<file path="config.mk">
export PLATFORM = sky130hd
export DESIGN_NAME = verlet_step_scheduler
export DESIGN_NICKNAME = d
export VERILOG_FILES = /design/src/rtl/verlet_step_scheduler.sv
export SDC_FILE = /design/constraint.sdc
export NUM_CORES = 1
export LEC_CHECK = 0
export ABC_AREA = 1
export BUFFER_PORTS_ARGS = -buffer_cell sky130_fd_sc_hd__buf_2
export CORE_AREA = 2 2 194 196
export DETAILED_ROUTE_END_ITERATION = 6
export DIE_AREA = 0 0 196 198
export GPL_TIMING_DRIVEN = 0
export PLACE_DENSITY_LB_ADDON = 0.15
export SLEW_MARGIN = 20
export SYNTH_ARGS = -nofsm -noshare
export SYNTH_HDL_FRONTEND = slang
export SYNTH_SLANG_ARGS = --single-unit
</file>
<file path="constraint.sdc">
create_clock -name clk -period 2 [get_ports clk]
set_input_delay 0.6 -clock clk [delete_from_list [all_inputs] [get_ports clk]]
set_output_delay 0.6 -clock clk [all_outputs]
set_load 0.05 [all_outputs]
</file>
<file path="src/rtl/verlet_step_scheduler.sv">
// verlet_step_scheduler
//
// Runs one Verlet step over all particles. For each particle it reads the
// current and previous position from particle RAM, presents them to the
// shared combinational integrator, registers the integrated result with a
// floor clamp on y, and writes it back. The old current position becomes the
// new previous position.
//
// Ports:
//   clk, rst_n           rising-edge clock, asynchronous active-low reset
//   start                one-cycle step request, only accepted in IDLE
//   num_particles        particle count, captured when start is accepted
//   busy, done           step in progress / one-cycle completion pulse
//   step_count           completed steps, wraps modulo 2^STEP_W
//   rd_en, rd_addr       RAM read strobe and index
//   rd_x/y/px/py         RAM read data, valid one cycle after rd_en
//   vi_x/y/px/py         registered integrator operands
//   vi_int_x/y           integrator results (combinational from vi_*)
//   wr_en, wr_ready      write request / arbiter grant
//   wr_addr, wr_x/y/px/py write index and data
//   dbg_state            current FSM state (state_t encoding)
//
// Write handshake: wr_en is raised in WRITE with wr_addr/wr_* held stable;
// the write completes on the rising edge where wr_en and wr_ready are both 1.
// wr_en never drops before that edge and no read is issued while it is high.

module verlet_step_scheduler #(
  parameter int               WIDTH   = 32,
  parameter int               ADDR_W  = 8,
  parameter logic [WIDTH-1:0] FLOOR_Y = 32'h00F00000,
  parameter int               STEP_W  = 16
) (
  input  logic              clk,
  input  logic              rst_n,
  input  logic              start,
  input  logic [ADDR_W-1:0] num_particles,
  output logic              busy,
  output logic              done,
  output logic [STEP_W-1:0] step_count,
  output logic              rd_en,
  output logic [ADDR_W-1:0] rd_addr,
  input  logic [WIDTH-1:0]  rd_x,
  input  logic [WIDTH-1:0]  rd_y,
  input  logic [WIDTH-1:0]  rd_px,
  input  logic [WIDTH-1:0]  rd_py,
  output logic [WIDTH-1:0]  vi_x,
  output logic [WIDTH-1:0]  vi_y,
  output logic [WIDTH-1:0]  vi_px,
  output logic [WIDTH-1:0]  vi_py,
  input  logic [WIDTH-1:0]  vi_int_x,
  input  logic [WIDTH-1:0]  vi_int_y,
  output logic              wr_en,
  input  logic              wr_ready,
  output logic [ADDR_W-1:0] wr_addr,
  output logic [WIDTH-1:0]  wr_x,
  output logic [WIDTH-1:0]  wr_y,
  output logic [WIDTH-1:0]  wr_px,
  output logic [WIDTH-1:0]  wr_py,
  output logic [2:0]        dbg_state
);

  typedef enum logic [2:0] {
    S_IDLE  = 3'd0,
    S_READ  = 3'd1,
    S_LOAD  = 3'd2,
    S_CALC  = 3'd3,
    S_WRITE = 3'd4,
    S_DONE  = 3'd5
  } state_t;

  state_t            state_q, state_d;
  logic [ADDR_W-1:0] n_q, n_d;
  logic [ADDR_W-1:0] index_q, index_d;
  // Set when the step was started with N=0; busy then covers the DONE cycle.
  logic              zero_q, zero_d;
  logic [STEP_W-1:0] step_count_q, step_count_d;
  logic [WIDTH-1:0]  vi_x_q, vi_x_d, vi_y_q, vi_y_d;
  logic [WIDTH-1:0]  vi_px_q, vi_px_d, vi_py_q, vi_py_d;
  logic [ADDR_W-1:0] wr_addr_q, wr_addr_d;
  logic [WIDTH-1:0]  wr_x_q, wr_x_d, wr_y_q, wr_y_d;
  logic [WIDTH-1:0]  wr_px_q, wr_px_d, wr_py_q, wr_py_d;

  always_comb begin
    state_d      = state_q;
    n_d          = n_q;
    index_d      = index_q;
    zero_d       = zero_q;
    step_count_d = step_count_q;
    vi_x_d       = vi_x_q;
    vi_y_d       = vi_y_q;
    vi_px_d      = vi_px_q;
    vi_py_d      = vi_py_q;
    wr_addr_d    = wr_addr_q;
    wr_x_d       = wr_x_q;
    wr_y_d       = wr_y_q;
    wr_px_d      = wr_px_q;
    wr_py_d      = wr_py_q;
    busy         = 1'b0;
    done         = 1'b0;
    rd_en        = 1'b0;
    wr_en        = 1'b0;

    case (state_q)
      S_IDLE: begin
        if (start) begin
          n_d     = num_particles;
          index_d = '0;
          if (num_particles == '0) begin
            zero_d  = 1'b1;
            state_d = S_DONE;
          end else begin
            zero_d  = 1'b0;
            state_d = S_READ;
          end
        end
      end
      S_READ: begin
        busy    = 1'b1;
        rd_en   = 1'b1;
        state_d = S_LOAD;
      end
      S_LOAD: begin
        busy    = 1'b1;
        vi_x_d  = rd_x;
        vi_y_d  = rd_y;
        vi_px_d = rd_px;
        vi_py_d = rd_py;
        state_d = S_CALC;
      end
      S_CALC: begin
        busy      = 1'b1;
        wr_addr_d = index_q;
        wr_x_d    = vi_int_x;
        wr_px_d   = vi_x_q;
        // Hitting the floor pins both positions, which zeroes y velocity.
        if ($signed(vi_int_y) > $signed(FLOOR_Y)) begin
          wr_y_d  = FLOOR_Y;
          wr_py_d = FLOOR_Y;
        end else begin
          wr_y_d  = vi_int_y;
          wr_py_d = vi_y_q;
        end
        state_d = S_WRITE;
      end
      S_WRITE: begin
        busy  = 1'b1;
        wr_en = 1'b1;
        if (wr_ready) begin
          if (index_q == n_q - ADDR_W'(1)) begin
            state_d = S_DONE;
          end else begin
            index_d = index_q + ADDR_W'(1);
            state_d = S_READ;
          end
        end
      end
      S_DONE: begin
        busy         = zero_q;
        done         = 1'b1;
        zero_d       = 1'b0;
        step_count_d = step_count_q + STEP_W'(1);
        state_d      = S_IDLE;
      end
      default: begin
        state_d = S_IDLE;
      end
    endcase
  end

  always_ff @(posedge clk or negedge rst_n) begin
    if (!rst_n) begin
      state_q      <= S_IDLE;
      n_q          <= '0;
      index_q      <= '0;
      zero_q       <= 1'b0;
      step_count_q <= '0;
      vi_x_q       <= '0;
      vi_y_q       <= '0;
      vi_px_q      <= '0;
      vi_py_q      <= '0;
      wr_addr_q    <= '0;
      wr_x_q       <= '0;
      wr_y_q       <= '0;
      wr_px_q      <= '0;
      wr_py_q      <= '0;
    end else begin
      state_q      <= state_d;
      n_q          <= n_d;
      index_q      <= index_d;
      zero_q       <= zero_d;
      step_count_q <= step_count_d;
      vi_x_q       <= vi_x_d;
      vi_y_q       <= vi_y_d;
      vi_px_q      <= vi_px_d;
      vi_py_q      <= vi_py_d;
      wr_addr_q    <= wr_addr_d;
      wr_x_q       <= wr_x_d;
      wr_y_q       <= wr_y_d;
      wr_px_q      <= wr_px_d;
      wr_py_q      <= wr_py_d;
    end
  end

  assign step_count = step_count_q;
  assign rd_addr    = index_q;
  assign vi_x       = vi_x_q;
  assign vi_y       = vi_y_q;
  assign vi_px      = vi_px_q;
  assign vi_py      = vi_py_q;
  assign wr_addr    = wr_addr_q;
  assign wr_x       = wr_x_q;
  assign wr_y       = wr_y_q;
  assign wr_px      = wr_px_q;
  assign wr_py      = wr_py_q;
  assign dbg_state  = state_q;

endmodule

</file>
* Yosys cells after proc, flatten, opt, wreduce, memory -nomap -nowiden
Cells that the tools add are included.
** Word-level totals
- Bits in registers :: 300
- Bits of input ports :: 204
- Output and inout port bits :: 295
- Logic and storage cells :: 54
** Cells by class
- Add/sub/neg operators :: 3
- $lt $le $gt $ge :: 1
- Equal/unequal tests :: 9
- Multiplexer cells :: 18
- Reduce and logical (&&, ||, !) cells :: 9
** Operators by type and width (count)
- 32-bit two-way mux :: 2
- 32-bit by 25-bit > comparator with 1-bit output (second input constant) :: 1
- 8-bit two-way mux :: 3
- 16-bit by 1-bit adder with 16-bit output (second input constant) :: 1
- 8-bit case mux with 2 select lines :: 1
- 3-bit case mux with 5 select lines :: 1
- 3-bit two-way mux :: 4
- 8-bit by 1-bit adder with 8-bit output (second input constant) :: 1
- 8-bit == test :: 1
- 8-bit zero test :: 1
- 8-bit by 1-bit subtractor with 8-bit output (second input constant) :: 1
- 3-bit by 2-bit == test with 1-bit output (second input constant) :: 2
- 3-bit == test (second input constant) :: 2
- 2-bit inequality test (second input constant) :: 3
- 2-bit AND reduction :: 3
- 1-bit two-way mux :: 5
- 1-bit case mux with 2 select lines :: 2
- 4-bit AND reduction :: 1
- 2-bit nonzero test :: 2
- 4-bit OR reduction :: 1
- 3-bit by 1-bit == test with 1-bit output (second input constant) :: 1
- 3-bit zero test :: 1

* Depth between registers and ports, before layout
- Depth after elaboration :: 5
- Mapped depth :: 13
- Depth with buffers taken out :: 13

* Worst setup path before layout
OpenSTA, ideal clock, no wires.
- Kind :: reg2out
- Start point :: register state_q[2] (netlist: dbg_state[2])
- End point :: output port busy
- Arrival :: 2.142 ns
- Data required time :: 1.400 ns
- Slack :: -0.742 ns
- Stages on the path, launching flop included :: 4
- Buffers on the path :: 1
- Cell sequence :: dfrtp_1 > buf_4 > nand3_2 > o21ai_0
** On the way
- Longest elaborated chain between the ends :: 3
- Elaborated cells on any way between the ends :: 7
- Those cells by class :: eq/ne: 5; mux: 1; reduce/logical: 1
** RTL lines
- start, declared :: line 71 : state_t state_q, state_d;
- start signal, assigned :: line 187 : state_q <= state_d;
- 3-bit == test (tied with other cells) :: line 103 : case (state_q)
- 4-bit OR reduction (no source line)
- 1-bit case mux with 2 select lines * :: line 103
- end, declared :: line 37 : output logic busy,
Every way passes the cells marked *; elsewhere a longest branch is shown, timed or not.

* Final worst setup path
Ends and elaborated chain as after synthesis.

==> qor.txt <==
=====================================================================================
Result of the run ...................................................... finished with violations
Violated checks ........................................................ negative setup slack
Most frequent cell on the critical path ................................ sky130_fd_sc_hd__buf_12
Fraction of the cycle the final worst path needs .......................       120.7%
Depth of the worst register-to-register path ...........................            9
Biggest cell delay along the critical path .............................      0.42 ns
Count of pins over their slew limit ....................................            0
Required time at the worst-slack endpoint ..............................      1.40 ns
Main synth FF type ..................................................... sky130_fd_sc_hd__dfrtp_1
Clock-pin slew of the registers on the worst-case setup and hold paths .      0.06 ns
Async set-reset flop share out of synthesis ............................       100.0%
Final WL ...............................................................     40150 um
Worst reg2reg setup slack ..............................................      0.17 ns
Horizontal die dimension ...............................................       196 um
Endpoint with the worst hold slack .....................................      wr_x[5]
Share of Yosys cell area claimed by the top area cell type .............       61.48%
Design area ............................................................    16960 um2
Fmax ...................................................................    414.2 MHz
Number of vias per cell ................................................        4.566
Number of unique standard cell types used by synthesis .................           32
Clock root buffer ...................................................... sky130_fd_sc_hd__clkbuf_16
Number of cells on the worst hold path .................................            3
Cell type contributing the most total cell area after synthesis ........ sky130_fd_sc_hd__dfrtp_1
Hold Path Origin .......................................................  vi_int_x[5]
Crit Path Category ..................................................... flop to output pin
Wire length per cell ...................................................     18.27 um
Post-synth top cells ................................................... 388 x sky130_fd_sc_hd__nand2_1, 300 x sky130_fd_sc_hd__dfrtp_1, 127 x sky130_fd_sc_hd__mux2_2
Synthesis Warnings .....................................................            0
Antenna-violating nets left ............................................            0
Data arrival time of the worst path ....................................      1.81 ns
Filler cell count ......................................................         3633
Clock tree from TritonCTS ..............................................        built
Mapped Area ............................................................    12210 um2
Critical-path cell with the highest stage delay ........................ sky130_fd_sc_hd__dfrtp_2
Cell breakdown of the critical path .................................... buf_12 > buf_12 > nand2_8 > clkinvlp_4 > nor3_4 > o21ai_4 > buf_6
Average cell area after synthesis ......................................    10.71 um2
Slew headroom ..........................................................       57.79%
Number of max-capacitance violations reported ..........................            0
# port buffers .........................................................          498
Endpoints failing setup ................................................            5
Main area contributors after synthesis ................................. sky130_fd_sc_hd__dfrtp_1 61%, sky130_fd_sc_hd__nand2_1 12%, sky130_fd_sc_hd__mux2_2 12%
Number of nets in the layout ...........................................         1903
Overall die area .......................................................    38810 um2
Crit Path Max Fanout ...................................................            5
CP startpoint kind .....................................................         flop
Crit Reg-Reg Startpoint ................................................ dbg_state[2]
Met2 wire len ..........................................................     20140 um
Layout-stage area growth over the synthesis result .....................       38.91%
Number of standard-cell rows in the floorplan ..........................           71
Maximum number of pins on one net before global-route repair ...........           90
DR pass1 iterations ....................................................            5
Cell area reported after detailed placement ............................    15490 um2
Number of sinks on the clock net .......................................          300
Min setup slack post-route .............................................   -0.4143 ns
First-pass GRT wire length .............................................     60900 um
Worst reg2reg path endpoint ............................................      wr_x[1]
Cells after Synth ......................................................         1140
Highest layer used for signal routing ..................................         met5
Flops & latches, synth .................................................          300
Worst min-delay path class ............................................. input pin to flop
Inserted Clock Buffers .................................................           35
Y dimension of the die .................................................       198 um
Global router's overall resource usage .................................       20.61%
Total nets after synthesis .............................................         1347
Number of DRC markers in iteration 0 ...................................          393
Antenna violations before repair .......................................            8
Number of synthesized flops with an enable pin .........................            0
Boundary Pins ..........................................................          499
Most frequent cell after synthesis ..................................... sky130_fd_sc_hd__nand2_1
Core box area ..........................................................    36960 um2
Count of final hold-check violations ...................................            0
Element type at the critical path end ..................................   output pin
Layout cells sized above 1 .............................................       46.10%
DP HPWL ................................................................     30360 um
Slew at the pin with the worst max-slew slack ..........................    0.6331 ns
Setup repair after global routing missed its margin ....................          yes
Source-to-sink clock delay at the later pin of the worst-skew pair .....      0.54 ns
Bufs on Longest Clock Path .............................................            3
GP Congestion ..........................................................       0.8277
Sum of negative setup slack ............................................    -1.249 ns
Length of routed met3 wiring ...........................................      3033 um
Number of vias in the routed layout ....................................        10037
Final worst clock skew .................................................  0.008384 ns
Total area of multi-input combinational cells ..........................     4328 um2
Sequential cell area in the final layout ...............................     7518 um2
Overall overflow remaining after global route ..........................            0
Initial Utilization ....................................................       33.04%
Post-detailed-route DRC marker count ...................................            0
Sequential area share after synthesis ..................................       61.48%
Core Util, Final .......................................................       45.90%
Number of global-route vias before repair ..............................        10219
Final critical path time including I/O delays and setup ................     2.414 ns
CTS HTree Levels .......................................................            2
Post-Route M1 WL .......................................................     15740 um
=====================================================================================
==> placed cells by master, fill, tap and decap left out, drive strengths merged, types with 2 or more instances in the layout <==
master	synthesis	layout
nand2	391	391
mux2	127	127
dfrtp	300	300
nor2	55	55
bufinv	0	2
xor2	16	16
ha	3	3
o21ai	22	22
diode	0	4
clkinv	0	7
inv	46	48
a21oi	11	11
nand3	85	85
clkbuf	17	73
nor4	4	4
nor3	6	6
buf	36	547
or2	2	2
nand4	8	8
xnor2	9	9
==> stage by stage <==
stage          setup slack [ns]  std cells  hold slack, ns
2_1_floorplan          -0.03409       1140          0.3044
5_1_grt                 -0.4877       2196          0.2425
4_1_cts                 -0.4434       2193          0.2298
3_5_place_dp            -0.2748       2115          0.4592
3_3_place_gp             -6.744       2112          0.4564
6_report                -0.4143       2198          0.2541
==> worst max-delay path by stage <==
stage,start,to,slack [ns],cells after the start
after floorplan,dbg_state[2],busy,-0.03,5
after global placement,rst_n,dbg_state[0],-6.74,1
after detailed placement,dbg_state[2],busy,-0.27,8
after CTS,dbg_state[2],busy,-0.44,7
after global routing,dbg_state[2],busy,-0.49,7
final,dbg_state[2],busy,-0.41,7
==> layer usage <==
layer / GRT usage, % / vias up
met5: 0 / -
met4: 7.071 / 8
met3: 6.541 / 70
met2: 35.82 / 350
met1: 24.08 / 4811
li1: - / 4798
==> cell families after synthesis <==
logic type      after synthesis  synth area share [%]
compound gates               34                 1.537
buf+inv                      99                 4.058
simple gates                552                 19.11
fa+ha+maj                     3                0.3074
flops                       300                 61.48
mux                         127                 11.71
xor+xnor                     25                 1.793
==> sequential cells by signal, indices dropped and copies added (netlist names) <==
name / count
n_q: 8
wr_x: 32
step_count: 16
wr_py: 32
vi_y: 32
zero_q: 1
wr_addr: 8
dbg_state: 3
vi_x: 32
vi_px: 32
rd_addr: 8
wr_y: 32
wr_px: 32
vi_py: 32
==> critical path: cells and delay by family, from the launching register on <==
family / cells / cell delay (ns)
buffers and inverters: 4 / 0.52
flip-flops: 1 / 0.42
AO/OA/AOI/OAI: 1 / 0.09
AND/OR/NAND/NOR: 2 / 0.25
==> area by class of cell <==
class,instances,share of cell area (%)
antenna,4,0.05901
buffer,53,2.331
clock buffer,49,5.946
clock inverter,12,0.7155
inverter,46,1.070
multi-input combinational,741,25.52
sequential,300,44.33
tap,474,3.497
timing repair buffer,519,16.54
==> timing repair <==
action | 4_1_cts | 5_1_grt
endpoints found under the hold margin | 42 | 0
gates resized for setup | 37 | 25
hold buffers | 1 | 0
gates cloned | 0 | 0
pin swaps | 4 | 3
setup endpoints to repair | 61 | 70
setup buffers | 16 | 3
Power is left out: the tool's default activity adds up to more than one toggle a clock period on the data nets, which glitch-free logic cannot reach.
